## src/rtl/vreg_wb_arbiter.sv

```systemverilog
// Purpose: round-robin arbiter sharing the vector register file write port between the ALU and the load unit, plus a pending-write scoreboard.
// Latency: 2 edges from accept to register-file update (grant edge, then commit edge); hazard is combinational from registered busy.
// Backpressure: one request is accepted in every cycle with any valid; the losing requester sees ready=0 and holds its request.
module vreg_wb_arbiter #(
  parameter int N    = 192,
  parameter int NREG = 8,
  parameter int RW   = 4
) (
  input  logic            clk,
  input  logic            rst,
  input  logic            alu_valid,
  output logic            alu_ready,
  input  logic [RW-1:0]   alu_rd,
  input  logic [N-1:0]    alu_wd,
  input  logic            mem_valid,
  output logic            mem_ready,
  input  logic [RW-1:0]   mem_rd,
  input  logic [N-1:0]    mem_wd,
  output logic            rf_wr_enable,
  output logic [RW-1:0]   rf_rd,
  output logic [N-1:0]    rf_wd,
  input  logic            mark_valid,
  input  logic [RW-1:0]   mark_rd,
  input  logic [RW-1:0]   chk_rs1,
  input  logic [RW-1:0]   chk_rs2,
  input  logic [RW-1:0]   chk_rs3,
  input  logic [RW-1:0]   chk_rd,
  output logic            hazard,
  output logic [NREG-1:0] busy,
  output logic            err_oor
);

  // One extra bit so NREG itself is representable when compared against an index.
  localparam logic [RW:0] NREG_W = (RW+1)'(NREG);

  typedef enum logic {SRC_ALU = 1'b0, SRC_MEM = 1'b1} src_t;

  src_t          rr_last;
  logic          grant_alu;
  logic          grant_mem;
  logic [RW-1:0] sel_rd;
  logic [N-1:0]  sel_wd;
  logic          sel_in_range;

  // Round-robin grant: a lone requester always wins, on contention the one not served last wins.
  always_comb begin
    grant_alu    = alu_valid & (~mem_valid | (rr_last == SRC_MEM));
    grant_mem    = mem_valid & (~alu_valid | (rr_last == SRC_ALU));
    sel_rd       = grant_mem ? mem_rd : alu_rd;
    sel_wd       = grant_mem ? mem_wd : alu_wd;
    sel_in_range = ({1'b0, sel_rd} < NREG_W);
  end

  assign alu_ready = grant_alu;
  assign mem_ready = grant_mem;

  // Remember the last granted source; holds while idle so fairness survives gaps.
  always_ff @(posedge clk or posedge rst) begin
    if (rst) begin
      rr_last <= SRC_MEM;
    end else if (grant_alu) begin
      rr_last <= SRC_ALU;
    end else if (grant_mem) begin
      rr_last <= SRC_MEM;
    end
  end

  // Register the granted write; out-of-range indices complete the handshake but are dropped and flagged.
  always_ff @(posedge clk or posedge rst) begin
    if (rst) begin
      rf_wr_enable <= 1'b0;
      rf_rd        <= '0;
      rf_wd        <= '0;
      err_oor      <= 1'b0;
    end else begin
      rf_wr_enable <= (grant_alu | grant_mem) & sel_in_range;
      err_oor      <= (grant_alu | grant_mem) & ~sel_in_range;
      if ((grant_alu | grant_mem) & sel_in_range) begin
        rf_rd <= sel_rd;
        rf_wd <= sel_wd;
      end
    end
  end

  // Scoreboard: a new mark beats a commit to the same register, since it is the newer pending write.
  always_ff @(posedge clk or posedge rst) begin
    if (rst) begin
      busy <= '0;
    end else begin
      for (int r = 0; r < NREG; r++) begin
        if (mark_valid && (mark_rd == RW'(r))) begin
          busy[r] <= 1'b1;
        end else if (rf_wr_enable && (rf_rd == RW'(r))) begin
          busy[r] <= 1'b0;
        end
      end
    end
  end

  // Hazard from registered busy only; matching against in-range r makes out-of-range indices never stall.
  always_comb begin
    hazard = 1'b0;
    for (int r = 0; r < NREG; r++) begin
      if (busy[r] && ((chk_rs1 == RW'(r)) || (chk_rs2 == RW'(r)) ||
                      (chk_rs3 == RW'(r)) || (chk_rd == RW'(r)))) begin
        hazard = 1'b1;
      end
    end
  end

endmodule
```

## config.mk

```make
export PLATFORM = sky130hd
export DESIGN_NAME = vreg_wb_arbiter
export DESIGN_NICKNAME = d
export VERILOG_FILES = /design/src/rtl/vreg_wb_arbiter.sv
export SDC_FILE = /design/constraint.sdc
export NUM_CORES = 1
export LEC_CHECK = 0
export ABC_CLOCK_PERIOD_IN_PS = 8300
export CORE_AREA = 2 2 246 248
export DETAILED_ROUTE_END_ITERATION = 8
export DIE_AREA = 0 0 248 250
export SLEW_MARGIN = 20
export SYNTH_ARGS = -nofsm -noshare
export SYNTH_HDL_FRONTEND = slang
export SYNTH_SLANG_ARGS = --single-unit
```

## constraint.sdc

```tcl
create_clock -name clk -period 8.3 [get_ports clk]
set_clock_uncertainty 0.1 [all_clocks]
set_input_delay 1.245 -clock clk [delete_from_list [all_inputs] [get_ports clk]]
set_output_delay 1.245 -clock clk [all_outputs]
set_load 0.01 [all_outputs]
```

* Word level (Yosys, flattened, before mapping)
Index checks and enable logic that the tools add are counted.
** Cells by class
- Reductions and logical operators :: 63
- Order comparisons :: 1
- Bitwise gates (word level) :: 11
- Multiplexer cells :: 28
- Equal/unequal tests :: 42
** Operators with widths (number)
- $mux 192 :: 1
- $eq 4x3->1 const B :: 24
- $eq 4x2->1 const B :: 12
- $mux 1 :: 26
- $eq 4x1->1 const B :: 6
- $logic_and 1x1->1 :: 24
- $logic_not 4->1 :: 6
- $logic_or 1x1->1 :: 24
- $reduce_bool 2->1 :: 9
- $and 1x1->1 :: 4
- $lt 4x4->1 const B :: 1
- $mux 4 :: 1
- $not 1->1 :: 4
- $or 1x1->1 :: 3
** Storage, ports and cells
- Register bits :: 207
- Output and inout port bits :: 209
- Word-level logic and storage cells :: 158
- Bits of input ports :: 417

* Longest topological paths before layout
Gate-level depths: netlist of run 1.
- Word-level depth :: 13
- Gate-level depth with buffers :: 7
- Mapped depth without buffers :: 5

* Worst setup path before layout of run 1
Ideal clock, no wire load.
- Path type :: input port to output port
- Start point :: input chk_rs1[2]
- End point :: output hazard
- Buffers on the path :: 0
- Slack :: 4626 ps
- Data arrival time :: 2329 ps
- Data required time :: 6955 ps
- Stages :: 5
- Path through :: nor2b_2 > nor3b_2 > or4_4 > a22oi_2 > nand4_1
** Between the ends
- Word-level cells in the longest chain between the ends :: 13
- Elaborated cells on any way between the ends :: 48
- Classes of those cells :: 7 x eq/ne; 8 x mux; 33 x reduce/logical
** RTL lines
- start, declared :: line 24 : input logic [RW-1:0] chk_rs1,
- $logic_not 4->1 :: line 104 : if (busy[r] && ((chk_rs1 == RW'(r)) || (chk_rs2 == RW'(r)) ||
- $logic_or 1x1->1 (2 in a row) :: line 104
- $logic_or 1x1->1 :: line 105 : (chk_rs3 == RW'(r)) || (chk_rd == RW'(r)))) begin
- $logic_and 1x1->1 :: line 104
- $mux 1 (7 in a row) :: line 104
- $mux 1 (*) :: line 104
- end, declared :: line 28 : output logic hazard,
Every way passes the cells marked *; elsewhere a longest branch is shown, timed or not.

* Worst setup path after layout of run 1
Same ends and word-level chain as after synthesis.

==> flow_results.org, run 1 <==
** Global route
- Number of global-route vias before repair :: 10600
- Total global-route track usage :: 0.126
- For this run, global-route usage on met1 was measured as 0.138.
- The global routing stage identified its most utilized layer as met2.
- Maximum number of pins on one net before global-route repair :: 203
- Wire length of the first global-routing pass :: 61.5 mm
- For this run, global-route usage on met2 was measured as 0.228.
- Remaining Overflow, GRT :: 0
- Antenna violations before repair :: 1
- For met3 alone, demand over resource in global routing was 0.0444.

** Placement
- Port buffering added 625 buffers.
- OpenSTA, run right after detailed placement, puts the worst setup slack at 3.47 ns.
- At the end of routability-driven placement, the weighted congestion stood at 0.893.
- After detailed placement, the design holds a cell count of 2494.
- Detailed placement ended at an HPWL of 31.2 mm.

** Logic synthesis
- Per-instance average area after synthesis :: 8.22 um2
- Of the total synthesized cell area, the portion taken by AND, OR, NAND and NOR gates is 0.267.
- Synthesis instantiated 37 different standard cells from the library.
- In this run the cell area of the synthesized design comes to 0.00958 mm2.
- Of the total synthesized cell area, the portion taken by full adders, half adders and majority gates is 0.
- Synthesis inferred 207 register bits.
- Area fraction in compound gates after synthesis :: 0.149
- Synthesis produced a netlist with a net count of 1582.
- Multiplexer share of the synthesized area :: 0
- Gate count after technology mapping :: 1165
- Yosys warning count :: 0
- For this run, the register share of the synthesized area comes to 0.541.
- Main combinational cell family by area after synthesis :: simple AND/OR/NAND/NOR gates
- Of the total synthesized cell area, the portion taken by XOR and XNOR cells is 0.

** Clock tree
- Clock transition at path regs :: 0.06 ns
- Number of buffers inserted by hold repair at cts :: 0
- Number of buffers inserted by post-CTS setup repair :: 0
- TritonCTS built the clock tree.
- In this run the number of H-tree levels came out at 1.
- Post-CTS repair changed the size of 0 cells.
- Clock tree synthesis found a total of 207 sinks.
- The clock passes through at most 3 buffers.
- Total clock buffers created by CTS :: 26
- Cell at the root of the clock tree :: sky130_fd_sc_hd__clkbuf_16
- The later pin in the worst-skew pair is clocked with a latency of 0.54 ns.

** Critical path
- Crit path depth :: 7
- In this design, the critical path's most frequently occurring cell is sky130_fd_sc_hd__clkdlybuf4s50_1.
- Destination of the worst register-to-register timing path :: rf_wd[174]$_DFFE_PP0P_
- Critical path class :: input pin to primary output
- Destination of the critical timing path :: hazard
- Together, buffers and inverters on the worst path number 2.
- Origin of the worst setup path :: chk_rs1[2]
- Critical path peak fanout :: 5
- Data on the critical path is required at its endpoint by 6.95 ns.
- STA classifies the critical path startpoint as an input pin.
- Source of the worst register-to-register timing path :: rr_last$_DFFE_PP1N_
- The slowest stage of the critical path belongs to the cell sky130_fd_sc_hd__or4_4.
- Cells on worst reg2reg path :: 6
- STA classifies the critical path endpoint as a primary output.
- Critical Path AT :: 3.46 ns
- The setup check on the worst reg-to-reg path leaves a slack of 5.05 ns.
- Walking the worst path, the cells encountered are clkdlybuf4s50_1, nor2b_2, nor3b_2, or4_4, a22oi_2, nand4_1, clkdlybuf4s50_1.
- The largest single stage delay on the critical path is 0.53 ns.
- The cell family contributing the most delay on the critical path is simple AND/OR/NAND/NOR gates.

** Layout
- In the final layout, the share of cells above drive strength 1 is 0.0364.
- Count of non-filler cells in the finished layout :: 2543
- From synthesis to final layout, the design area changed by 82.9%.
- Final nets :: 2157

** Power and ir drop
- Combinational power share :: 0.325
- Cell-internal power :: 2.74 mW
- In this run the power density over the cells is 224 mW/mm2.
- For this design the static power due to leakage is 6.95 nW.
- Of the total power, the clock network draws 0.323.
- VDD sags by at most 138 uV.
- The design draws 3.92 mW.
- Of the total power, the share spent switching nets is 0.301.
- Net switching power :: 1.18 mW
- The share of total power dissipated in sequential elements is 0.352.

** Timing
- Based on the critical path, the design can be clocked at up to 0.208 GHz.
- For the finished layout, the period the worst path requires is 4.81 ns.
- For the pin with the worst max-slew slack, the measured transition is 1.10 ns.
- Share of the clock period used by the worst path after layout :: 0.579
- Worst max-slew margin expressed relative to the limit :: 0.269
- Setup repair after global routing left no endpoint under its margin.
- The number of max-slew violations in the final report is 0.
- Final WS setup :: 3.49 ns
- Setup violations remaining at the end of the flow were counted as 0.
- Final hold analysis gives a worst-case slack of 0.420 ns.
- For the final routed database, the setup TNS stands at 0 ns.
- The number of failing hold endpoints at the final stage was 0.

** Floorplanning
- The die is 248 um wide.
- The die covers 0.0620 mm2.
- The initial utilization of the core area, before any placement, comes to 0.161.
- In this run the vertical extent of the chip is 250 um.
- The region available for standard cell placement spans 0.0596 mm2.
- Ports :: 626
- Site row count :: 90

** Routing
- Number of design-rule violations left by the first detailed-router iteration :: 435
- Number of nets still failing antenna checks after routing :: 0
- # DRC :: 0
- Final wirelength :: 41.6 mm
- Using the TritonRoute via totals, the vias-per-cell ratio works out to 4.19.
- Routed via count :: 10700
- In the final routed layout, each cell accounts on average for 16.4 um.
- Number of search-and-repair iterations in the first detailed-routing pass :: 7

** Flow run
- The tool flagged a number of max-cap violations equal to 0.

** Worst hold path
- Hold path startpoint :: rr_last$_DFFE_PP1N_
- The min-delay analysis places its worst path in the category register to register.

** Run status
- The run finished with clean final reports.
-- area by class of cell --
class / count / area [um2]
tap: 782 / 978
multi-input combinational: 864 / 4010
antenna: 1 / 2.50
fill: 6247 / 42000
inverter: 8 / 42.5
sequential: 207 / 5180
clock inverter: 11 / 183
timing repair buffer: 633 / 6340
clock buffer: 37 / 783
-- registers in the layout (all words and copies together) (netlist names) --
register	count
busy	8
rr_last	1
rf_wr_enable	1
rf_wd	192
err_oor	1
rf_rd	4
-- worst min-delay path by stage --
stage | to | slack [ns] | cells after the start
3_5_place_dp | rr_last$_DFFE_PP1N_ | 0.42 | 2
3_3_place_gp | rr_last$_DFFE_PP1N_ | 0.37 | 2
4_1_cts | rr_last$_DFFE_PP1N_ | 0.42 | 2
6_report | rr_last$_DFFE_PP1N_ | 0.42 | 2
5_1_grt | rr_last$_DFFE_PP1N_ | 0.44 | 2
2_1_floorplan | rr_last$_DFFE_PP1N_ | 0.36 | 2
-- worst reg2reg max path, delay by kind of cell (launching register included) --
family          cells  cell delay (ns)
buf+inv             2             1.53
simple gates        3             0.76
flops               1             0.55
compound gates      1             0.22
-- per-stage QoR --
step	cell area (um2)	util
2_1_floorplan	9580	-
5_1_grt	17500	0.294
4_1_cts	17500	0.294
6_report	17500	0.294
3_3_place_gp	16600	0.278
3_5_place_dp	16600	0.278
-- layer usage --
layer | wire length (um) | vias to the layer above | part of all wire
met1 | 15400 | 4987 | 0.37
met3 | 4790 | 59 | 0.11
li1 | - | 5098 | -
met4 | 964 | 0 | 0.023
met2 | 20500 | 514 | 0.49
met5 | 0 | - | 0
-- synth_stat cells --
master                     count  area (um2)
sky130_fd_sc_hd__nand2_2       1        6.26
sky130_fd_sc_hd__nor4b_1       8        70.1
sky130_fd_sc_hd__or4_4         1        11.3
sky130_fd_sc_hd__nor4_1        6        37.5
sky130_fd_sc_hd__o21ai_1       1        5.00
sky130_fd_sc_hd__and4bb_2      1        12.5
sky130_fd_sc_hd__nand4_1       2        12.5
sky130_fd_sc_hd__nor3b_2       1        12.5
sky130_fd_sc_hd__clkbuf_1     40         150
sky130_fd_sc_hd__nand3_1       3        15.0
sky130_fd_sc_hd__o21ai_0      12        60.1
sky130_fd_sc_hd__buf_1         1        3.75
sky130_fd_sc_hd__inv_1         7        26.3
sky130_fd_sc_hd__a221oi_1      1        8.76
sky130_fd_sc_hd__o41ai_1       3        26.3
sky130_fd_sc_hd__inv_2         1        3.75
sky130_fd_sc_hd__nor3b_1       1        7.51
sky130_fd_sc_hd__nand3b_1      2        15.0
sky130_fd_sc_hd__a21boi_0      1        7.51
sky130_fd_sc_hd__o31ai_1       4        30.0
sky130_fd_sc_hd__a21oi_1       2        10.0
sky130_fd_sc_hd__buf_2        44         220
sky130_fd_sc_hd__dfstp_2       1        26.3
sky130_fd_sc_hd__dfrtp_1     206        5150
sky130_fd_sc_hd__nor2b_2       1        8.76
sky130_fd_sc_hd__nand2b_1      4        25.0
sky130_fd_sc_hd__nor2_1      200         751
sky130_fd_sc_hd__a22oi_2       1        12.5
sky130_fd_sc_hd__nand2_1     398        1490
sky130_fd_sc_hd__or3b_2        1        8.76
sky130_fd_sc_hd__a22o_1        1        8.76
sky130_fd_sc_hd__o22ai_2       1        12.5
sky130_fd_sc_hd__nor4bb_1      5        50.1
sky130_fd_sc_hd__nand4b_1      2        17.5
sky130_fd_sc_hd__a31oi_1     199        1240
sky130_fd_sc_hd__nor2b_1       1        6.26
sky130_fd_sc_hd__buf_4         1        7.51
-- power groups by stage --
stage / registers (mW) / clock network [mW] / logic (mW)
after global routing: 1.41 / 1.36 / 1.38
after global placement: 1.39 / 0 / 1.28
after detailed placement: 1.40 / 0 / 1.29
after floorplan: 1.47 / 0 / 0.374
final: 1.38 / 1.27 / 1.27
after CTS: 1.38 / 1.31 / 1.29
-- cell usage in the layout (no fill, tap or decap), types with 2 or more instances in the layout --
cell and count:
sky130_fd_sc_hd__a21oi_1 2, sky130_fd_sc_hd__a31oi_1 199, sky130_fd_sc_hd__buf_12 2, sky130_fd_sc_hd__buf_4 6, sky130_fd_sc_hd__bufinv_16 5, sky130_fd_sc_hd__clkbuf_1 3, sky130_fd_sc_hd__clkbuf_16 27, sky130_fd_sc_hd__clkbuf_8 7
sky130_fd_sc_hd__clkdlybuf4s50_1 625, sky130_fd_sc_hd__clkinv_2 5, sky130_fd_sc_hd__dfrtp_1 206, sky130_fd_sc_hd__inv_1 6, sky130_fd_sc_hd__nand2_1 398, sky130_fd_sc_hd__nand2b_1 4, sky130_fd_sc_hd__nand3_1 3, sky130_fd_sc_hd__nand3b_1 2
sky130_fd_sc_hd__nand4_1 2, sky130_fd_sc_hd__nand4b_1 2, sky130_fd_sc_hd__nor2_1 200, sky130_fd_sc_hd__nor4_1 6, sky130_fd_sc_hd__nor4b_1 8, sky130_fd_sc_hd__nor4bb_1 5, sky130_fd_sc_hd__o21ai_0 12, sky130_fd_sc_hd__o31ai_1 4
sky130_fd_sc_hd__o41ai_1 3
-- cell families (layout without fill, tap and decap cells) --
logic type	count (synthesis)	in the layout
and+or+nand+nor	638	638
AOI/OAI and AO/OA	226	226
DFF	207	207
buffers and inverters	94	689
other	0	1
(Power assumes the default switching activity.)
==> run 2: changes to the inputs <==
--- a/config.mk
+++ b/config.mk
@@ -5,7 +5,7 @@
 export SDC_FILE = /design/constraint.sdc
 export NUM_CORES = 1
 export LEC_CHECK = 0
-export ABC_CLOCK_PERIOD_IN_PS = 8300
+export ABC_CLOCK_PERIOD_IN_PS = 4800
 export CORE_AREA = 2 2 246 248
 export DETAILED_ROUTE_END_ITERATION = 8
 export DIE_AREA = 0 0 248 250
==> constraint.sdc (replaced) <==
create_clock -name clk -period 4.8 [get_ports clk]
set_clock_uncertainty 0.1 [all_clocks]
set_input_delay 0.72 -clock clk [delete_from_list [all_inputs] [get_ports clk]]
set_output_delay 0.72 -clock clk [all_outputs]
set_load 0.01 [all_outputs]
==> flow_results.org, run 2 (synthesis gave the netlist of run 1 again) <==
** Timing
- Transition time of the tightest slew-check pin :: 0.978 ns
- Of the available clock period, the critical path in the final layout requires 0.793.
- The number of failing hold endpoints at the final stage is 0.
- TNS Setup :: 0 ns
- Max-slew violation count :: 0
- Tmin final :: 3.81 ns
- RSZ-0062 raised after global routing :: no
- Based on the critical path, the design can be clocked at up to 0.263 GHz.
- Worst max-slew margin expressed relative to the limit :: 0.348
- Final number of setup-violating endpoints :: 0

** Clock tree
- In this run, CTS created clock tree buffers numbering 26.
- Number of buffers inserted by post-CTS setup repair :: 0
- In this run the clock root is driven by a sky130_fd_sc_hd__clkbuf_16.
- CTS tree :: built
- The clock reaches the later pin of the worst-skew pair after 0.55 ns.
- Largest buffer count on any clock path :: 3
- CTS saw 207 sinks.
- CTS built an H-tree with a depth of 1.
- After clock tree synthesis, the clock-pin slew on the worst setup and hold paths is 0.06 ns.
- Count of instances resized after the clock tree is built :: 0
- Number of buffers inserted by hold repair at cts :: 0

** Critical path
- Data required time at the worst endpoint :: 3.98 ns
- Critical path peak fanout :: 5
- CP Capture Type :: primary output
- Walking the worst path, the cells encountered are clkdlybuf4s50_1, nor2b_2, nor3b_2, or4_4, a22oi_2, nand4_1, clkdlybuf4s50_1.
- At the worst endpoint, the arrival time is 2.99 ns.
- For this design, the slowest cell found on the critical path is sky130_fd_sc_hd__or4_4.
- Slowest stage delay, CP :: 0.54 ns
- In this design, the critical path's most frequently occurring cell is sky130_fd_sc_hd__clkdlybuf4s50_1.
- Critical path class :: input pin to primary output
- Launching element type of the critical path :: input pin

** Worst hold path
- In this run the worst hold path is classified as register to register.

** Layout
- In the final layout, the share of cells above drive strength 1 is 0.0401.
- The register with the most flip-flops in the final layout is rf_wd.
- Share of the core filled with cells :: 0.295
- Finished Cell Area :: 0.0176 mm2
- After the last flow step, the layout net total stands at 2167.
- Most frequent standard cell in the layout excluding fill and tap cells :: sky130_fd_sc_hd__clkdlybuf4s50_1
- Once layout is complete, the cells apart from fillers number 2554.
- Leading cell types in the layout, fill and taps excluded :: sky130_fd_sc_hd__clkdlybuf4s50_1 (625), sky130_fd_sc_hd__nand2_1 (398), sky130_fd_sc_hd__dfrtp_1 (206), sky130_fd_sc_hd__nor2_1 (200), sky130_fd_sc_hd__a31oi_1 (199)
- Largest registers :: rf_wd x192, busy x8, rf_rd x4
- Largest register FFs :: 192
- Counting the fill cells in the layout gives 6301.
- Area growth, synth to finish :: 83.2%

** Floorplanning
- Ports :: 626
- The die is 250 um tall.
- The die covers 0.0620 mm2.
- The die is 248 um wide.
- The initial utilization of the core area, before any placement, comes to 0.161.
- Core Footprint :: 0.0596 mm2
- Site row count :: 90

** Power and ir drop
- Dividing total power by cell area gives a power density of 377 mW/mm2.
- Maximum ir drop on the vdd rail :: 240 uV
- The design draws 6.61 mW.
- P_leak :: 6.97 nW

** Global route
- In the global route stage, overall resource usage came out at 0.127.
- For this run the aggregate overflow at the end of global routing stands at 0.
- The first global-routing pass estimated 61.8 mm of wire.
- Number of global-route vias before repair :: 10600
- Maximum number of pins on one net before global-route repair :: 153
- The initial antenna violation count is 3.

** Placement
- Once detailed placement completed, the half-perimeter wirelength came to 32.0 mm.
- Quantity of I/O buffers inserted on ports :: 625
- Counting tap cells, the placed design contains a total of 2504 instances.
- Routability-driven placement finished with a final weighted congestion of 0.895.
- Area after DPL :: 0.0167 mm2

** Routing
- # DRC :: 0
- Number of search-and-repair iterations in the first detailed-routing pass :: 8
- Number of nets still failing antenna checks after routing :: 0
- Using the TritonRoute via totals, the vias-per-cell ratio works out to 4.17.
- Routed via count :: 10600
- Number of design-rule violations left by the first detailed-router iteration :: 483
- In the final routed layout, each cell accounts on average for 16.5 um.
- Final wirelength :: 42.1 mm

** Run status
- The flow ran to the end, and the final reports show no timing, DRC or antenna violations.

** Flow run
- Across the run, the number of max-cap violations was 0.
==> run 2: cell type report <==
cell class,instances,area (um2),area share
clock inverters,7,63.8,0.00364
diodes,2,5.00,0.000285
flip-flops and latches,207,5180,0.295
multi-input cells,864,4010,0.228
well taps,782,978,0.0557
inverters,8,38.8,0.00221
repair buffers,643,6470,0.368
clock buffers,41,808,0.0461
==> run 2: per-stage QoR <==
stage | worst slack (ns) | hold WS (ns)
global route | 0.890 | 0.443
finish | 0.992 | 0.404
CTS | 1.00 | 0.408
floorplan | 1.29 | 0.363
detailed placement | 1.00 | 0.398
global placement | 1.06 | 0.373
==> run 2: final timing paths <==
kind	start	endpoint	slack, ns	cells after the start
setup / recovery	chk_rs1[2]	hazard	0.99	7
hold / removal	rr_last$_DFFE_PP1N_	rr_last$_DFFE_PP1N_	0.40	2
setup reg to reg	rr_last$_DFFE_PP1N_	rf_wd[109]$_DFFE_PP0P_	2.38	5
hold reg to reg	rr_last$_DFFE_PP1N_	rr_last$_DFFE_PP1N_	0.40	2
max in group asynchronous	rst	rf_wd[69]$_DFFE_PP0P_	3.44	3
min in group asynchronous	rst	rf_wd[5]$_DFFE_PP0P_	0.55	3
==> run 2: routing by layer <==
| metal | vias to the layer above | part of all wire | GRT usage |
|---|---|---|---|
| met5 | - | 0.00047 | 0 |
| met4 | 4 | 0.021 | 0.0339 |
| met3 | 49 | 0.10 | 0.0428 |
| met2 | 489 | 0.50 | 0.230 |
| met1 | 4975 | 0.37 | 0.139 |
| li1 | 5121 | - | - |
==> run 2: worst max-delay path: cells and delay by family <==
| family | cells | cell delay (ns) |
|---|---|---|
| AND/OR/NAND/NOR | 4 | 1.11 |
| buffers and inverters | 2 | 1.04 |
| AO/OA/AOI/OAI | 1 | 0.13 |
==> run 2: power breakdown <==
part	total, mW	leakage, nW	internal [mW]	switching, mW
combinational	2.22	4.22	1.23	0.992
clock	2.00	0.436	1.20	0.796
sequential	2.39	2.32	2.13	0.257
==> run 3: changes to the inputs <==
--- a/config.mk
+++ b/config.mk
@@ -5,7 +5,7 @@
 export SDC_FILE = /design/constraint.sdc
 export NUM_CORES = 1
 export LEC_CHECK = 0
-export ABC_CLOCK_PERIOD_IN_PS = 4800
+export ABC_CLOCK_PERIOD_IN_PS = 3700
 export CORE_AREA = 2 2 246 248
 export DETAILED_ROUTE_END_ITERATION = 8
 export DIE_AREA = 0 0 248 250
==> constraint.sdc (replaced) <==
create_clock -name clk -period 3.7 [get_ports clk]
set_clock_uncertainty 0.1 [all_clocks]
set_input_delay 0.555 -clock clk [delete_from_list [all_inputs] [get_ports clk]]
set_output_delay 0.555 -clock clk [all_outputs]
set_load 0.01 [all_outputs]
==> flow_results.org, run 3 (synthesis gave the netlist of run 1 again) <==
** Global route
- Number of global-route vias before repair :: 10900
- For this run, the total global-route usage over all layers was measured as 0.128.
- Maximum number of pins on one net before global-route repair :: 101
- Wire length of the first global-routing pass :: 62.0 mm
- The initial antenna violation count came to 1.
- Remaining Overflow, GRT :: 0

** Clock tree
- The number of hold buffers added after CTS was 0.
- CTS tree :: built
- CTS built an H-tree with a depth of 1.
- The tree built by TritonCTS fans out to 207 sinks.
- Clock transition at path regs :: 0.06 ns
- Count of instances resized after the clock tree is built :: 0
- In this run the clock root is driven by a sky130_fd_sc_hd__clkbuf_16.
- Worst skew pair latency :: 0.54 ns
- Largest buffer count on any clock path :: 3
- The number of clock buffers added by TritonCTS is 25.
- The number of setup buffers added after CTS is 0.

** Floorplanning
- After floorplanning, the core was sized to cover 0.0596 mm2.
- Die Outline Area :: 0.0620 mm2
- 626 I/O pins were placed.
- Measured along the y axis, the die boundary spans 250 um.
- Chip width :: 248 um
- Initial core utilization :: 0.161
- The initialized floorplan defines 90 standard-cell rows.

** Timing
- Measured against its own limit, the worst slew margin works out to 0.333.
- The number of failing hold endpoints at the final stage was 0.
- The worst path meets setup with 0.271 ns of slack.
- Max-slew violation count :: 0
- Setup repair after global routing left no endpoint under its margin.
- Setup violations remaining at the end of the flow were counted as 0.
- Share of the clock period used by the worst path after layout :: 0.927
- For the pin with the worst max-slew slack, the measured transition is 1.00 ns.
- After routing, the total negative slack on setup checks comes to 0 ns.
- For this run, the top clock speed supported by timing is 0.292 GHz.
- The clock period could shrink to 3.43 ns.

** Critical path
- In this design, the critical path's most frequently occurring cell is sky130_fd_sc_hd__clkdlybuf4s50_1.
- Critical Path AT :: 2.77 ns
- Data on the critical path is required at its endpoint by 3.04 ns.
- Among cell families on the critical path, the largest total delay comes from buffers and inverters.
- In this design, the stage delay of the slowest critical-path cell is 0.62 ns.
- Source of the worst register-to-register timing path :: rr_last$_DFFE_PP1N_
- For this design, the slowest cell found on the critical path is sky130_fd_sc_hd__clkdlybuf4s50_1.
- Walking the worst path, the cells encountered are clkdlybuf4s50_1, nor4_1, o41ai_1, nand2_1, a221oi_1, nand4_1, clkdlybuf4s50_1.
- STA classifies the critical path endpoint as a primary output.
- The critical path starts at chk_rs2[1].
- The worst setup path is launched from an input pin.
- Bufs and invs on worst path :: 2
- Along the worst path, the maximum fanout reaches 8.
- The critical path is of the input pin to primary output type.

** Placement
- Minimum setup slack after placement :: 0.283 ns
- DP Wirelength :: 33.3 mm
- Gp weighted congestion :: 0.890
- Quantity of I/O buffers inserted on ports :: 625

** Run status
- Status :: completed

** Routing
- Number of design-rule violations left by the first detailed-router iteration :: 312
- Before antenna repair, the detailed router went through 5 iterations.
- Total routed wire length on the met1 layer :: 16.1 mm
- Vias per cell :: 4.18
- After detailed routing, the number of remaining DRC violations is 0.
- Number of nets still failing antenna checks after routing :: 0
- Summed over all layers, the routed wires come to 42.6 mm.
- Signal routing reaches up to met4.
- In the final routed layout, each cell accounts on average for 16.6 um.
- After detailed routing, the met2 layer carries 21.3 mm of wire.
- The detailed router placed 10700 vias in this run.
- Wire segments on met3 add up to 4.32 mm in the final route.

** Power and ir drop
- The worst-case IR drop observed on VDD is 285 uV.
- P_leak :: 7.01 nW
- Power density cells :: 481 mW/mm2

** Layout
- Area growth, synth to finish :: 83.8%
- The filler cells instantiated in the layout total 6320.
- The library cells used most frequently in the layout, excluding fill and tap cells, are sky130_fd_sc_hd__clkdlybuf4s50_1 (625), sky130_fd_sc_hd__nand2_1 (398), sky130_fd_sc_hd__dfrtp_1 (206), sky130_fd_sc_hd__nor2_1 (200), sky130_fd_sc_hd__a31oi_1 (199).
- Largest registers :: rf_wd x192, busy x8, rf_rd x4
- The register with the most flip-flops in the layout has 192 of them.
- Summing all flip-flop and latch instances after layout gives 0.00518 mm2.
- Counting flops per register, the top entry is rf_wd.
- After the last flow step, the layout net total stands at 2180.
- The multi-input combinational cells in the finished layout cover a total of 0.00401 mm2.
- In the final layout, the share of cells above drive strength 1 is 0.0449.
- The library cell used most frequently in the layout, excluding fill and tap cells, is sky130_fd_sc_hd__clkdlybuf4s50_1.

** Worst hold path
- The worst hold path belongs to the class input pin to asynchronous set/reset pin.

** Flow run
- Max-cap violations in this run came to 0.
[run 3: per-stage QoR]
stage / utilization / total power, mW / hold WS (ns) / std cells / cell area, um2
finish: 0.296 / 8.48 / 0.312 / 2565 / 17600
global route: 0.296 / 8.96 / 0.330 / 2565 / 17600
CTS: 0.296 / 8.65 / 0.283 / 2564 / 17600
detailed placement: 0.282 / 6.09 / 0.402 / 2518 / 16800
global placement: 0.282 / 6.05 / 0.373 / 2518 / 16800
floorplan: - / 4.14 / 0.363 / 1165 / 9580
[run 3: layout make-up]
| type | instances | area share |
|---|---|---|
| Timing Repair Buffer | 657 | 0.374 |
| Clock inverter | 4 | 0.00277 |
| Antenna cell | 1 | 0.000142 |
| Tap cell | 782 | 0.0556 |
| Inverter | 8 | 0.00220 |
| Clock buffer | 42 | 0.0437 |
| Sequential cell | 207 | 0.294 |
| Multi-Input combinational cell | 864 | 0.228 |
[run 3: worst paths after layout]
kind | to | cells past startpoint | slack, ns
worst max-delay path | hazard | 7 | 0.27
worst min-delay path | rf_rd[1]$_DFFE_PP0P_ | 2 | 0.31
worst min register to register | rr_last$_DFFE_PP1N_ | 2 | 0.40
min in group clk | rr_last$_DFFE_PP1N_ | 2 | 0.40
worst max register to register | rf_wd[72]$_DFFE_PP0P_ | 6 | 1.38
max in group asynchronous | rr_last$_DFFE_PP1N_ | 4 | 2.29
[run 3: power by group]
group          internal, mW  total [mW]  switching, mW
Sequential             2.76        3.10          0.340
Clock                  1.47        2.47          0.990
Combinational          1.61        2.91           1.30
Total                  5.85        8.48           2.63
[run 3: layer usage]
layer,vias up,track usage
met1,5043,0.139
li1,5154,-
met3,48,0.0383
met4,0,0.0335
met2,481,0.237
met5,-,0
[run 3: worst register-to-register path, delay by kind of cell (launching register included)]
kind,cells,cell delay (ns)
buffers and inverters,2,0.90
AND/OR/NAND/NOR,3,0.65
flip-flops,1,0.37
AO/OA/AOI/OAI,1,0.21
